--- config.mk ---
export PLATFORM = sky130hd
export DESIGN_NAME = kbd_spi_matrix
export DESIGN_NICKNAME = d
export VERILOG_FILES = /design/src/rtl/kbd_spi_matrix.sv
export SDC_FILE = /design/constraint.sdc
export NUM_CORES = 1
export LEC_CHECK = 0
export ABC_AREA = 1
export CAP_MARGIN = 20
export CORE_MARGIN = 10
export CORE_UTILIZATION = 55
export DETAILED_ROUTE_END_ITERATION = 8
export PLACE_DENSITY = 0.75
export SYNTH_ARGS = -nofsm -noshare
export SYNTH_HDL_FRONTEND = slang
export SYNTH_SLANG_ARGS = --single-unit
--- constraint.sdc ---
create_clock -name CLK_14MHZ -period 1.59 [get_ports CLK_14MHZ]
set_input_delay 0.159 -clock CLK_14MHZ [delete_from_list [all_inputs] [get_ports CLK_14MHZ]]
set_output_delay 0.159 -clock CLK_14MHZ [all_outputs]
set_load 0.005 [all_outputs]
--- src/rtl/kbd_spi_matrix.sv ---
// kbd_spi_matrix: SPI-slave receiver for the 48-bit keyboard/joystick frame feeding the ZX port #FE key matrix and Kempston port #1F.
// Optional build macro KBD_WATCHDOG_EN adds a no-frame timeout that releases all keys and clears the joystick.
module kbd_spi_matrix #(
  parameter int FRAME_BITS = 48
`ifdef KBD_WATCHDOG_EN
  , parameter int TIMEOUT_CYCLES = 1400000
`endif
) (
  input  logic       CLK_14MHZ,
  input  logic       CPU_RESET,
  input  logic       KBD_CLK,
  input  logic       KBD_CS,
  input  logic       KBD_DI,
  input  logic [7:0] A_HI,
  output logic [4:0] KD,
  output logic [7:0] JOY,
  output logic       FRAME_STROBE,
  output logic       FRAME_ERR
);
  logic [2:0]            clk_sync_q, cs_sync_q;
  logic [1:0]            di_sync_q;
  logic                  clk_rise, cs_fall, cs_rise, commit, wd_clr;
  logic [FRAME_BITS-1:0] shift_q, shift_d;
  logic [5:0]            cnt_q, cnt_d;
  logic [39:0]           mat_q, mat_d;
  logic [7:0]            joy_q, joy_d;
  logic                  strobe_q, err_q;

  // Two-flop synchronisers on all SPI pins; the third CLK/CS flop is the edge-detect history
  always_ff @(posedge CLK_14MHZ or negedge CPU_RESET) begin
    if (!CPU_RESET) begin
      clk_sync_q <= 3'b000;
      cs_sync_q  <= 3'b111;
      di_sync_q  <= 2'b00;
    end else begin
      clk_sync_q <= {clk_sync_q[1:0], KBD_CLK};
      cs_sync_q  <= {cs_sync_q[1:0], KBD_CS};
      di_sync_q  <= {di_sync_q[0], KBD_DI};
    end
  end

  // A clock rise counts only while CS is low in the synchronised domain, so a coincident CS rise masks it
  assign clk_rise = clk_sync_q[1] & ~clk_sync_q[2] & ~cs_sync_q[1];
  assign cs_fall  = ~cs_sync_q[1] & cs_sync_q[2];
  assign cs_rise  = cs_sync_q[1] & ~cs_sync_q[2];
  assign commit   = cs_rise & (cnt_q == 6'(FRAME_BITS));

`ifdef KBD_WATCHDOG_EN
  logic [20:0] wd_q, wd_d;
  logic        wd_hit;
  assign wd_hit = wd_q == 21'(TIMEOUT_CYCLES);
  assign wd_clr = wd_hit & ~commit;
  // Watchdog counts cycles since the last commit and parks at the limit
  always_comb wd_d = commit ? 21'd0 : wd_hit ? wd_q : wd_q + 21'd1;
  // Watchdog register
  always_ff @(posedge CLK_14MHZ or negedge CPU_RESET) begin
    if (!CPU_RESET) wd_q <= 21'd0;
    else wd_q <= wd_d;
  end
`else
  assign wd_clr = 1'b0;
`endif

  // Shift new bits in at the top so the first received bit ends up at index 0; commit inverts into the active-low matrix
  always_comb begin
    shift_d = clk_rise ? {di_sync_q[1], shift_q[FRAME_BITS-1:1]} : shift_q;
    cnt_d   = cs_fall ? 6'd0 : (clk_rise && cnt_q != 6'd63) ? cnt_q + 6'd1 : cnt_q;
    mat_d   = commit ? ~shift_q[39:0] : wd_clr ? '1 : mat_q;
    joy_d   = commit ? shift_q[40 +: 8] : wd_clr ? 8'h00 : joy_q;
  end

  // Frame state registers and the one-cycle commit/discard pulses
  always_ff @(posedge CLK_14MHZ or negedge CPU_RESET) begin
    if (!CPU_RESET) begin
      shift_q  <= '0;
      cnt_q    <= 6'd0;
      mat_q    <= '1;
      joy_q    <= 8'h00;
      strobe_q <= 1'b0;
      err_q    <= 1'b0;
    end else begin
      shift_q  <= shift_d;
      cnt_q    <= cnt_d;
      mat_q    <= mat_d;
      joy_q    <= joy_d;
      strobe_q <= commit;
      err_q    <= cs_rise & ~commit;
    end
  end

  // Each low address line selects a half-row; selected rows AND together column by column
  always_comb begin
    KD = 5'h1F;
    for (int r = 0; r < 8; r++) KD = A_HI[r] ? KD : KD & mat_q[r*5 +: 5];
  end

  assign JOY          = joy_q;
  assign FRAME_STROBE = strobe_q;
  assign FRAME_ERR    = err_q;
endmodule

======== After elaboration in Yosys (flattened, before gate mapping) ========
Index checks and enable logic that the tools add are counted.
operators by class
  bitwise operators ....................... 18
  muxes and demuxes ....................... 10
  reduce and logical (&&, ||, !) cells .... 2
  eq/ne operators ......................... 2
  $add $sub $neg .......................... 1
operators by type and width
  operator                                                       number
  5-bit 2-to-1 mux                                               8
  40-bit NOT                                                     1
  5-bit bitwise AND                                              7
  6-bit 2-to-1 mux                                               2
  6-bit by 1-bit adder with 6-bit output, second input constant  1
  1-bit bitwise AND                                              6
  6-bit equality test, second input constant                     1
  6-bit inequality test, second input constant                   1
  1-bit NOT                                                      4
  2-bit nonzero test                                             1
  1-bit logical AND                                              1
word-level totals
  word-level logic and storage cells ...... 42
  bits of input ports ..................... 13
  register bits ........................... 112
  output and inout port bits .............. 15

======== Logic depth before layout (Yosys ltp) ========
  depth in word-level cells ............... 15
  mapped depth ............................ 9

======== Worst setup path after synthesis ========
OpenSTA, ideal clock, no wires.
  path type ............................... reg-to-reg
  from .................................... register cnt_q[0]
  to ...................................... register mat_q[23]
  arrival time ............................ 1.300 ns
  required time ........................... 1.503 ns
  cell stages (with the launch flop) ...... 10
  path slack .............................. 0.203 ns
  period minus slack after synthesis ...... 1.387 ns
  cells stage by stage .................... dfrtp_1 > inv_1 > ha_1 > inv_1 > nor2_1 > nand3_2 > buf_6 > buf_6 > nand2_1 > o21ai_1
between the ends
  word-level cells in the longest chain between the ends .. 2
ends and longest elaborated chain
  element                 RTL line  RTL
  start, declared         24        logic [5:0] cnt_q, cnt_d;
  start signal, assigned  83        cnt_q <= cnt_d;
  6-bit equality test     46        assign commit = cs_rise & (cnt_q == 6'(FRAME_BITS));
  1-bit bitwise AND       46
  end signal, assigned    84        mat_q <= mat_d;
  end, declared           25        logic [39:0] mat_q, mat_d;
Every way passes these cells.
A chain may end at the register's enable or synchronous reset.

======== Final worst setup path ========
  from .................................... register mat_q[32]
  to ...................................... output KD[2]
between the ends
  word-level cells in the longest chain between the ends .. 4
ends and longest elaborated chain
  element              RTL line  RTL
  5-bit bitwise AND *  94        for (int r = 0; r < 8; r++) KD = A_HI[r] ? KD : KD & mat_q[r*5 +: 5];
  5-bit 2-to-1 mux *   94
  5-bit bitwise AND    94
  5-bit 2-to-1 mux *   94
  end, declared        15        output logic [4:0] KD,
Mark *: on every way between the ends. The rest lies on a longest branch, timed or not.

==> summary.txt <==
outcome -> complete, but fails checks
failing checks -> setup timing
max_cap viols -> 0
DR vias -> 3165
Seq/Total Area, Yosys -> 64.7%
Final WS setup -> -43.0 ps
Max Buffers Root-to-Sink -> 2
CTS Buf Count -> 9
DR DRC count -> 0
Synth Instances -> 452
DP Cell Count -> 571
GRT Util Overall -> 15.6%
CP endpoint kind -> primary output
# Post-CTS Setup Buffers -> 0
Worst Path Arrival -> 1470 ps
fin nets -> 498
clk_skew -> 8.01 ps
Port Buffers -> 27
routed wire length -> 9170 um
post-layout util -> 66.0%
via density per instance -> 5.36
DIE WIDTH -> 110 um
Tcrit/Tclk final -> 103%
path category of the worst min-delay check -> input port to register
Worst-path clk slew -> 100 ps
library cells used by synthesis -> 24
total power -> 5.22 mW
FF+latch count, synth -> 112
post-layout min period -> 1630 ps
Ys Warns -> 0
post-route ant nets -> 0
Required @ worst endpoint -> 1430 ps
Leak -> 2.20 nW
H-tree depth -> 3
largest net degree at the start of global routing -> 58
total grt overflow -> 0
RSZ-0062 raised after global routing -> true
Slew @ Worst Pin -> 394 ps
first-pass GRT wire length -> 14900 um
Power Density -> 1020 nW/um^2
Initial Utilization -> 56.8%
leading cell type in the layout, fill and taps excluded -> nand2_1
row count -> 32
Final GP Congestion -> 0.809
slew margin rel. -> 73.8%
crit path max fanout -> 2
Root Buffer -> clkbuf_8
Slew Limit Fails -> 0
Final Hold Fails -> 0
initial antenna violation count -> 0
CTS tree -> built
DIE AREA -> 12000 um^2
Clock Sinks -> 112
share of layout cells above drive strength 1 -> 18.6%
highest ir drop seen on vdd -> 0.000628 V
TritonRoute pass-1 iters -> 5
HPWL after detailed placement -> 5850 um
non-filler cells, final -> 590
core area -> 7770 um^2
final setup vio count -> 4
n_diodes -> 0
iteration-0 DRC count of the detailed router -> 215
f_max -> 612 MHz
Syn Area/Cell -> 9.77 um^2
kind of critical path -> register to primary output
placed inst area -> 4830 um^2
number of global-route vias before repair -> 3145
syn nets -> 467
area delta synth->final -> 16.2%
cell area after synthesis -> 4410 um^2
Die Span Y -> 110 um
Routed WL per cell -> 15.5 um
fillers -> 603
design area -> 5130 um^2
Critical Path Source Type -> register
# IOs -> 28
Clock Latency Late Sink -> 370 ps
most frequent cells in the layout -> nand2_1 (110), dfrtp_1 (68), o21ai_0 (67)
-- through the flow --
stage | setup TNS [ps] | setup slack [ps] | hold slack [ps]
4_1_cts | -200 | -66.6 | 174
3_5_place_dp | -1270 | -336 | 60.1
2_1_floorplan | 0 | 203 | -137
6_report | -98.0 | -43.0 | 185
3_3_place_gp | -1120 | -256 | 58.0
5_1_grt | -553 | -160 | 171
-- registers in the layout (all words and copies together) (netlist names) --
name,count
mat_q,40
cnt_q,6
clk_sync_q,3
di_sync_q,2
cs_sync_q,3
FRAME_STROBE,1
JOY,8
shift_q,48
FRAME_ERR,1
-- layout make-up --
cell class	count	area, um^2	area share [%]
multi-input combinational	283	1320	25.8
tap	102	128	2.49
timing repair buffer	40	444	8.66
inverter	37	139	2.71
sequential	112	2860	55.7
clock inverter	6	109	2.12
clock buffer	10	128	2.49
-- critical path, stage by stage (launching register included) --
cell,delay [ps]
dfstp_2,550
o22ai_1,70
nor2_1,170
o21ai_1,100
nor2_1,90
buf_2,120
-- metal layers --
layer	GRT usage, %	wire length (um)
met2	24.6	4330
met5	0	0
met4	5.02	142
met3	4.51	703
met1	20.4	4000
-- cells by family after synthesis --
family | synth area share (%)
adder cells (fa/ha/maj) | 0.567
flip-flops | 64.7
AO/OA/AOI/OAI | 13.6
buffers and inverters | 5.81
AND/OR/NAND/NOR | 15.1
XOR/XNOR | 0.198
-- synthesized netlist by cell type --
cell type | instances | area, um^2
nand4_1 | 2 | 12.5
o22ai_1 | 3 | 18.8
nand3_1 | 6 | 30.0
nor2_1 | 36 | 135
dfstp_2 | 43 | 1130
or2_2 | 1 | 6.26
inv_1 | 37 | 139
nor3_1 | 2 | 10.0
buf_6 | 4 | 45.0
clkbuf_2 | 1 | 5.00
o21ai_0 | 73 | 365
ha_1 | 2 | 25.0
nand3_2 | 2 | 20.0
clkbuf_1 | 6 | 22.5
nor2_2 | 3 | 18.8
o21ai_1 | 33 | 165
nand2_1 | 111 | 417
nand2_2 | 1 | 6.26
dfrtp_1 | 69 | 1730
buf_2 | 9 | 45.0
nor2_4 | 1 | 11.3
xnor2_1 | 1 | 8.76
o221ai_1 | 5 | 43.8
a21boi_0 | 1 | 7.51
-- report_power, final --
group	internal, mW	total [mW]	switching, mW
sequential	2.93	2.97	0.0437
clock	1.04	1.95	0.905
combinational	0.110	0.301	0.191
total	4.08	5.22	1.14
-- timing repair --
| action | CTS | global route |
|---|---|---|
| hold endpoints to repair | 70 | 0 |
| pin swaps | 7 | 6 |
| endpoints found under the setup margin | 6 | 55 |
| gates cloned | 0 | 2 |
| hold buffers | 1 | 0 |
| gates resized for setup | 26 | 9 |
-- worst paths after layout --
path	start	end	slack, ps	cells after the start
setup / recovery	mat_q[32]	KD[2]	-40	5
setup reg to reg	cnt_q[0]	mat_q[0]	110	7
hold reg to reg	clk_sync_q[0]	clk_sync_q[1]	360	0
max in group asynchronous	CPU_RESET	mat_q[2]	790	3
min in group asynchronous	CPU_RESET	shift_q[33]	210	2
hold / removal	KBD_CS	cs_sync_q[0]	180	1
(Power assumes the default switching activity.)
